File: config.mk
export PLATFORM = sky130hd
export DESIGN_NAME = mfp_irq_ctrl
export DESIGN_NICKNAME = d
export VERILOG_FILES = /design/src/rtl/mfp_irq_ctrl.sv
export SDC_FILE = /design/constraint.sdc
export NUM_CORES = 1
export LEC_CHECK = 0
export ABC_AREA = 1
export BUFFER_PORTS_ARGS = -buffer_cell sky130_fd_sc_hd__buf_2
export CORE_UTILIZATION = 55
export CTS_CLUSTER_DIAMETER = 50
export DETAILED_ROUTE_END_ITERATION = 8
export GPL_TIMING_DRIVEN = 0
export PLACE_DENSITY = 0.81
export SYNTH_ARGS = -nofsm -noshare
export SYNTH_HDL_FRONTEND = slang
export SYNTH_SLANG_ARGS = --single-unit
File: constraint.sdc
create_clock -name CLK -period 2.7 [get_ports CLK]
set_clock_uncertainty 0.1 [all_clocks]
set_input_delay 0 -clock CLK [delete_from_list [all_inputs] [get_ports CLK]]
set_output_delay 0 -clock CLK [all_outputs]
set_load 0.01 [all_outputs]
File: src/rtl/mfp_irq_ctrl.sv
// mfp_irq_ctrl: MFP68901 interrupt controller stage.
// Latches per-channel event pulses into IPR, masks and prioritises the 16
// channels against the in-service level, drives IRQ and returns the vector
// on the rising edge of the CPU acknowledge.
module mfp_irq_ctrl #(
  parameter int unsigned NCH     = 16,
  parameter bit          SPUR_EN = 1'b0
) (
  input  logic            CLK,
  input  logic            RST_N,
  input  logic [NCH-1:0]  IRQ_IN,
  input  logic [3:0]      ADDR,
  input  logic            REG_WE,
  input  logic [7:0]      DAT_I,
  output logic [7:0]      DAT_O,
  input  logic            IACK,
  output logic            IRQ,
  output logic [7:0]      VECTOR,
  output logic            VECTOR_VALID
);

  localparam int unsigned CW = $clog2(NCH);
  localparam int unsigned HW = NCH / 2;

  localparam logic [3:0] A_IERA = 4'd0;
  localparam logic [3:0] A_IERB = 4'd1;
  localparam logic [3:0] A_IPRA = 4'd2;
  localparam logic [3:0] A_IPRB = 4'd3;
  localparam logic [3:0] A_ISRA = 4'd4;
  localparam logic [3:0] A_ISRB = 4'd5;
  localparam logic [3:0] A_IMRA = 4'd6;
  localparam logic [3:0] A_IMRB = 4'd7;
  localparam logic [3:0] A_VR   = 4'd8;

  // Register state; vr_q holds VR[7:3], vr_q[0] is the S bit.
  logic [NCH-1:0] ier_q, ipr_q, isr_q, imr_q;
  logic [4:0]     vr_q;
  logic           irq_q;
  logic [7:0]     vector_q;
  logic           vv_q;
  logic           iack_q, iack_lo_q, smp_vld_q;

  // Next-state values
  logic [NCH-1:0] ier_n, ipr_n, isr_n, imr_n;
  logic [4:0]     vr_n;
  logic [7:0]     vector_n;
  logic           vv_n;

  // Prioritisation terms
  logic [NCH-1:0] pend;
  logic           p_any, s_any, irq_c, ack_c;
  logic [CW-1:0]  h_idx, s_idx;
  logic [NCH-1:0] half_mask, wdat;

  // Index of the most significant set bit (0 when none set)
  function automatic logic [CW-1:0] msb_idx(input logic [NCH-1:0] v);
    logic [CW-1:0] r;
    r = '0;
    for (int i = 0; i < NCH; i++) begin
      if (v[i]) r = CW'(i);
    end
    return r;
  endfunction

  // Request and acknowledge decision from the current register state
  always_comb begin
    pend  = ipr_q & imr_q;
    p_any = |pend;
    s_any = |isr_q;
    h_idx = msb_idx(pend);
    s_idx = msb_idx(isr_q);
    irq_c = p_any && (!s_any || (h_idx > s_idx));
    // acknowledge only on a low->high transition seen after reset release
    ack_c = iack_q & iack_lo_q;
  end

  // Next register state: write first, then acknowledge, then event set
  always_comb begin
    ier_n    = ier_q;
    ipr_n    = ipr_q;
    isr_n    = isr_q;
    imr_n    = imr_q;
    vr_n     = vr_q;
    vector_n = vector_q;
    vv_n     = 1'b0;
    half_mask = ADDR[0] ? {{HW{1'b0}}, {HW{1'b1}}} : {{HW{1'b1}}, {HW{1'b0}}};
    wdat      = {2{DAT_I}};

    if (REG_WE) begin
      case (ADDR)
        A_IERA, A_IERB: begin
          ier_n = (ier_q & ~half_mask) | (wdat & half_mask);
          ipr_n = ipr_n & ier_n;
        end
        A_IPRA, A_IPRB: ipr_n = ipr_q & (wdat | ~half_mask);
        A_ISRA, A_ISRB: isr_n = isr_q & (wdat | ~half_mask);
        A_IMRA, A_IMRB: imr_n = (imr_q & ~half_mask) | (wdat & half_mask);
        A_VR: begin
          vr_n = DAT_I[7:3];
          if (!DAT_I[3]) isr_n = '0;
        end
        default: ;
      endcase
    end

    if (ack_c) begin
      if (p_any) begin
        ipr_n[h_idx] = 1'b0;
        if (vr_n[0]) isr_n[h_idx] = 1'b1;
        vector_n = {vr_n[4:1], 4'(h_idx)};
        vv_n     = 1'b1;
      end else if (SPUR_EN) begin
        vector_n = {vr_n[4:1], 4'hF};
        vv_n     = 1'b1;
      end
    end

    // an incoming event beats any clear of the same bit this cycle
    ipr_n = ipr_n | (IRQ_IN & ier_q);
  end

  // State registers
  always_ff @(posedge CLK or negedge RST_N) begin
    if (!RST_N) begin
      ier_q     <= '0;
      ipr_q     <= '0;
      isr_q     <= '0;
      imr_q     <= '0;
      vr_q      <= '0;
      irq_q     <= 1'b0;
      vector_q  <= '0;
      vv_q      <= 1'b0;
      iack_q    <= 1'b0;
      iack_lo_q <= 1'b0;
      smp_vld_q <= 1'b0;
    end else begin
      ier_q     <= ier_n;
      ipr_q     <= ipr_n;
      isr_q     <= isr_n;
      imr_q     <= imr_n;
      vr_q      <= vr_n;
      irq_q     <= irq_c;
      vector_q  <= vector_n;
      vv_q      <= vv_n;
      iack_q    <= IACK;
      // a low sample only counts once a real sample preceded it
      iack_lo_q <= ~iack_q & smp_vld_q;
      smp_vld_q <= 1'b1;
    end
  end

  // Register read mux
  always_comb begin
    case (ADDR)
      A_IERA:  DAT_O = ier_q[NCH-1:HW];
      A_IERB:  DAT_O = ier_q[HW-1:0];
      A_IPRA:  DAT_O = ipr_q[NCH-1:HW];
      A_IPRB:  DAT_O = ipr_q[HW-1:0];
      A_ISRA:  DAT_O = isr_q[NCH-1:HW];
      A_ISRB:  DAT_O = isr_q[HW-1:0];
      A_IMRA:  DAT_O = imr_q[NCH-1:HW];
      A_IMRB:  DAT_O = imr_q[HW-1:0];
      A_VR:    DAT_O = {vr_q, 3'b000};
      default: DAT_O = 8'h00;
    endcase
  end

  assign IRQ          = irq_q;
  assign VECTOR       = vector_q;
  assign VECTOR_VALID = vv_q;

endmodule

==> flow_summary.toml, run 1 <==
[logic_synthesis]
synth_largest_type_area_fraction = 0.435
ys_seq_elements = 82
post_synth.cell_area_avg_um2 = 7.45
synthesis.nets = 669
synth.area.top_cells = "dfrtp_1 43%, nand2_1 12%, o21ai_0 7.3%"
syn_inst = 633
netlist_area_um2 = 4720
ys_seq_area_frac = 0.435
synth_most_common_cell = "nand2_1"
synthesis.yosys.warnings = 0
ys_top_cells_by_count = "155 x nand2_1, 82 x dfrtp_1, 78 x inv_1"
share_of_flip_flops_with_an_asynchronous_set_or_reset = 1.00
postSynth.topFlopCell = "dfrtp_1"
synth.largest_area_cell = "dfrtp_1"
synthDistinctLibCells = 39
synth_edf_count = 0

[grt]
initial_antenna_violation_count = 0
grt_pass1_vias = 4869
global_route.usage.total = 0.402
grt_max_degree = 46
grt_first_pass_wirelength_um = 25900
globalRouteOverflowTotal = 0

[timing]
grt_setup_unrepaired = "false"
count_of_final_setup_violators = 0
relSlewSlack = 0.566
worst_slew_pin_slew_ns = 0.652
maximum_clock_rate_mhz = 394
timing.final.max_slew_violations = 0
final.min_clock_period_ns = 2.54
tns_ns = 0
fin_crit_sh = 0.940
hold_violations = 0

[pwr]
irDropWorstVdd_mv = 0.316
combPwrFrac = 0.369
total_power_mw = 4.37
cellPowerDensity_nw_per_um2 = 777
p_int_mw = 2.60
pwr-share-seq = 0.403
clkPwrFrac = 0.228
power.net_switching_mw = 1.77
power.switching_fraction = 0.405
cellLeakagePower_nw = 2.72

[setup_path]
cpMaxStageDelayCell = "dfrtp_1"
start_kind = "flip-flop"
end_kind = "flip-flop"
critical_path.max_fanout = 10
cp_cell_sequence = "nand2_1 > nand2_1 > nor2_1 > inv_2 > nor2_2 > inv_2 > nor2_4 > nand2_2 > nand2_2 > inv_2 > nand2_2 > buf_4 > o22ai_1"
cp_data_required_time_ns = 2.85
worst_reg2reg_path_depth = 13
crit_arrival_ns = 2.68
critical_path.max_stage_delay_ns = 0.45
r2r_end = "isr_q[8]"
launch_point_of_the_worst_reg_to_reg_path = "ipr_q[10]"
reg2reg_slack_ns = 0.16
timing_worst_setup_path_type = "reg -> reg"

[flow_run]
max_cap_viol_count = 0

[clock_network]
numCtsBuffers = 9
clk_path_buf_depth = 2
cts_num_sinks = 82
cts_tree = "done"
clock-root-buffer = "clkbuf_8"
path_clk_slew_ns = 0.09
htree_levels = 3
clk-insertion-delay-late_ns = 0.36

[placement]
placement.io_buffers = 48
place_congestion = 0.997
place.detailed.hpwl_um = 12900

[floorplan]
design.core.area_um2 = 8260
ioPinCount = 50
rows = 33
initial_core_util = 0.571
die_h_um = 94.6
width_of_the_die_um = 94.6
die_area_um2 = 8950

[detailed_routing]
drt_iter0_drc = 587
dr.pass1.iters = 6
vias = 5005
detail_route.wirelength_um = 17000
avgRoutedWirePerCell_um = 20.4
drc_errors = 0
drtAntennaViolNets = 0
vias_per_cell = 6.02

[cells_and_area]
utilization_after_layout = 0.681
syn2layout_area_growth_pct = 19.1
drive_above_1_share = 0.152
num_antenna_cells = 0
nNetsFinal = 757

[run_status]
run_status = "finished clean"

[worst_hold_path]
hold_path.class = "in -> async"
==> worst max-delay path, delay by kind of cell (launching register included) <==
| kind | cells | cell delay (ns) |
|---|---|---|
| compound gates | 1 | 0.09 |
| buf+inv | 4 | 0.45 |
| flops | 1 | 0.45 |
| simple gates | 8 | 1.31 |
==> placed cells by master (no fill, tap or decap), types with 4 or more instances in the layout <==
cell type,synthesis,layout
a21oi_1,30,30
a221oi_1,8,8
buf_2,5,52
buf_6,4,4
clkbuf_1,6,7
clkbuf_8,0,9
dfrtp_1,82,82
dlygate4sd3_1,0,28
ha_1,4,4
inv_1,78,78
inv_2,9,9
nand2_1,155,155
nand2_2,14,13
nand3_1,15,15
nand4_1,21,21
nor2_1,58,58
nor2_4,4,5
nor3_1,7,7
o211ai_1,6,6
o21ai_0,69,69
o21ai_1,17,17
o22ai_1,8,8
==> per-layer routing <==
| metal | track usage | wire length, um |
|---|---|---|
| met5 | 0 | 0 |
| met1 | 0.525 | 6850 |
| met3 | 0.0813 | 1740 |
| met4 | 0.232 | 941 |
| met2 | 0.621 | 7470 |
==> power by group through the flow <==
| stage | clock, mW | sequential [mW] | combinational [mW] |
|---|---|---|---|
| 2_1_floorplan | 0 | 1.70 | 1.04 |
| 3_3_place_gp | 0 | 1.76 | 1.47 |
| 3_5_place_dp | 0 | 1.76 | 1.53 |
| 4_1_cts | 0.992 | 1.74 | 1.57 |
| 5_1_grt | 1.04 | 1.79 | 1.78 |
| 6_report | 0.995 | 1.76 | 1.61 |
==> through the flow <==
stage          instance area (um^2)  hold WS [ns]  std cells  setup slack (ns)
2_1_floorplan                  4720        -0.396        633             0.639
3_3_place_gp                   5090        0.0119        786             0.313
3_5_place_dp                   5110       -0.0970        787             0.271
4_1_cts                        5610        0.0474        831             0.131
5_1_grt                        5620        0.0731        831           0.00330
6_report                       5620        0.0512        831             0.163
==> cells by family after synthesis <==
kind of cell | Yosys count | synth area share
other cells | 1 | 0.000795
buf+inv | 104 | 0.0912
fa+ha+maj | 4 | 0.0106
flops | 82 | 0.435
compound gates | 159 | 0.195
simple gates | 283 | 0.268
==> cell type report <==
| type | count | area, um^2 |
|---|---|---|
| plain buffers | 16 | 100 |
| fillers | 724 | 2640 |
| repair buffers | 77 | 543 |
| inverters | 88 | 330 |
| clock buffers | 10 | 128 |
| clock inverters | 6 | 91.3 |
| well taps | 105 | 131 |
| multi-input cells | 447 | 2250 |
| flip-flops and latches | 82 | 2050 |
==> how the worst max path moves through the flow <==
stage | startpoint | to | slack [ns] | cells after the start
2_1_floorplan | flip-flop | IRQ | 0.64 | 24
3_3_place_gp | ipr_q[10] | isr_q[8] | 0.31 | 13
3_5_place_dp | ipr_q[6] | IRQ | 0.27 | 13
4_1_cts | ADDR[1] | DAT_O[3] | 0.13 | 11
5_1_grt | flip-flop | IRQ | 0.003 | 24
6_report | ipr_q[10] | isr_q[8] | 0.16 | 13
==> timing repair <==
action,4_1_cts,5_1_grt
hold buffers,28,0
endpoints found under the setup margin,0,2
endpoints found under the hold margin,122,0
setup buffers,0,0
resized for setup,0,2
Note: power is estimated with default switching activity, not from simulation.
==> run 2: changes to the inputs <==
--- a/config.mk
+++ b/config.mk
@@ -5,7 +5,7 @@
 export SDC_FILE = /design/constraint.sdc
 export NUM_CORES = 1
 export LEC_CHECK = 0
-export ABC_AREA = 1
+export ABC_AREA = 0
 export BUFFER_PORTS_ARGS = -buffer_cell sky130_fd_sc_hd__buf_2
 export CORE_UTILIZATION = 55
 export CTS_CLUSTER_DIAMETER = 50
==> flow_summary.toml, run 2 <==
[run_status]
run_status = "finished, violations left"
violations = "design-rule violations"

[cells_and_area]
layout_commonest_cell = "dfrtp_1"
mostFrequentLayoutCells = "81 x dfrtp_1, 54 x buf_2, 50 x nand2_1"
num_antenna_cells = 0
drive_above_1_share = 0.260
syn2layout_area_growth_pct = 19.6
nNetsFinal = 584
final_design_area_no_fill_um2 = 5530
utilization_after_layout = 0.677

[floorplan]
ioPinCount = 50
rows = 33
die_h_um = 93.7
width_of_the_die_um = 93.7
initial_core_util = 0.566
design.core.area_um2 = 8180
die_area_um2 = 8780

[clock_network]
clock-root-buffer = "clkbuf_8"
cts_tree = "done"
cts_num_sinks = 82
clk-insertion-delay-late_ns = 0.37
numCtsBuffers = 9
htree_levels = 3
clk_path_buf_depth = 2
path_clk_slew_ns = 0.10

[placement]
placement.io_buffers = 47
place.detailed.hpwl_um = 11500
detailed_place.area_um2 = 5020
place_congestion = 0.993

[detailed_routing]
drt_iter0_drc = 526
dr.pass1.iters = 8
avgRoutedWirePerCell_um = 24.0
vias = 4356
drc_errors = 1
vias_per_cell = 6.62
detail_route.wirelength_um = 15800
drtAntennaViolNets = 0

[setup_path]
critical_path.max_stage_delay_ns = 0.47
start_kind = "flip-flop"
worst_reg2reg_path_depth = 11
reg2reg_slack_ns = 0.11
cp_data_required_time_ns = 2.83
r2r_end = "IRQ"
crit_path_end = "IRQ"
worst_setup_path_startpoint = "ipr_q[10]"
cp_cell_sequence = "a22oi_2 > o211ai_1 > a21oi_2 > inv_1 > ha_1 > nor2b_1 > o21ai_0 > nand2b_1 > a21oi_1 > a41o_1 > a21oi_1"
timing_worst_setup_path_type = "reg -> reg"
cpMostUsedCell = "a21oi_1"
critical_path.max_fanout = 4
end_kind = "flip-flop"
cpMaxStageDelayCell = "dfrtp_1"
crit_arrival_ns = 2.72
launch_point_of_the_worst_reg_to_reg_path = "ipr_q[10]"

[grt]
initial_antenna_violation_count = 0
grt_pass1_vias = 4216
global_route.usage.total = 0.376
grt_first_pass_wirelength_um = 23800
globalRouteOverflowTotal = 0
grt_max_degree = 47

[pwr]
irDropWorstVdd_mv = 0.375
cellPowerDensity_nw_per_um2 = 835
cellLeakagePower_nw = 2.40

[logic_synthesis]
synth_largest_type_area_fraction = 0.444
netlist_area_um2 = 4620
synthDistinctLibCells = 54
ys_seq_area_frac = 0.444
post_synth.cell_area_avg_um2 = 10.0
synthesis.nets = 498
postSynth.topFlopCell = "dfrtp_1"
ys_top_cells_by_count = "82 x dfrtp_1, 50 x nand2_1, 50 x nor2_1"
ys_seq_elements = 82
synth.area.top_cells = "dfrtp_1 44%, mux2_2 12%, nand2_1 4.1%"
share_of_flip_flops_with_an_asynchronous_set_or_reset = 1.00
syn_inst = 462
synth.largest_area_cell = "dfrtp_1"
synth_most_common_cell = "dfrtp_1"
synthesis.yosys.warnings = 0
synth_edf_count = 0

[timing]
final.min_clock_period_ns = 2.59
timing.final.max_slew_violations = 0
tns_ns = 0
relSlewSlack = 0.467
count_of_final_setup_violators = 0
fin_crit_sh = 0.959
hold_violations = 0
worst_slew_pin_slew_ns = 0.790
maximum_clock_rate_mhz = 386

[worst_hold_path]
hold_path.class = "in -> async"

[flow_run]
max_cap_viol_count = 0
run 2: changes by cell type after synthesis, moves of 19 or more:
cell,change
nand2_1,-105
inv_1,-70
o21ai_0,-32
nand4_1,-19
mux2_2,+49
run 2: layout make-up:
| type | instances | area, um^2 |
|---|---|---|
| Tap cell | 105 | 131 |
| Buffer | 19 | 92.6 |
| Sequential cell | 82 | 2050 |
| Clock inverter | 7 | 77.6 |
| Clock buffer | 9 | 124 |
| Inverter | 8 | 30.0 |
| Multi-Input combinational cell | 353 | 2490 |
| Timing Repair Buffer | 75 | 531 |
| Fill cell | 674 | 2640 |
run 2: cells by family (layout without fill, tap and decap cells):
family / count (synthesis) / after routing / share of synthesized area
AO/OA/AOI/OAI: 142 / 142 / 0.214
adder cells (fa/ha/maj): 4 / 4 / 0.0108
buffers and inverters: 27 / 118 / 0.0265
flip-flops: 82 / 82 / 0.444
multiplexers: 62 / 62 / 0.159
other: 1 / 1 / 0.000811
AND/OR/NAND/NOR: 144 / 144 / 0.145
run 2: through the flow:
stage          cells  hold slack [ns]  power, mW  worst slack, ns
6_report         658           0.0271       4.62            0.110
5_1_grt          658           0.0752       4.86          -0.0253
4_1_cts          656           0.0529       4.49          -0.0716
3_5_place_dp     615           -0.106       3.54          -0.0811
3_3_place_gp     614          0.00932       3.45          -0.0357
2_1_floorplan    462           -0.396       2.89            0.473
run 2: worst min-delay path by stage:
stage	startpoint	to	slack, ns	cells after the start
6_report	RST_N	isr_q[3]	0.03	2
2_1_floorplan	RST_N	IRQ	-0.40	0
4_1_cts	RST_N	isr_q[2]	0.05	2
3_5_place_dp	RST_N	isr_q[2]	-0.11	1
3_3_place_gp	IACK	iack_q	0.009	1
5_1_grt	RST_N	isr_q[2]	0.08	2
run 2: where the power goes:
group	switching, mW	total (mW)	internal, mW
registers	0.386	1.91	1.52
clock network	0.496	0.930	0.434
logic	0.982	1.78	0.799
run 2: repair_timing:
item | in CTS | in global routing
setup buffers | 0 | 2
gates resized for setup | 2 | 12
pin swaps | 0 | 3
endpoints found under the setup margin | 4 | 4
hold buffers | 25 | 0
hold endpoints to repair | 131 | 0
run 2: worst max-delay path, delay by kind of cell (launching register included):
| kind | cells | cell delay [ns] |
|---|---|---|
| buffers and inverters | 1 | 0.09 |
| adders and majority gates | 1 | 0.31 |
| DFF | 1 | 0.47 |
| and+or+nand+nor | 2 | 0.22 |
| AOI/OAI and AO/OA | 7 | 1.26 |
run 2: layer usage:
metal / vias up / part of all wire / global-route usage
met2: 243 / 0.45 / 0.571
met4: 0 / 0.040 / 0.159
met3: 46 / 0.087 / 0.0817
met1: 2158 / 0.42 / 0.520
met5: - / 0 / 0
li1: 1909 / - / -
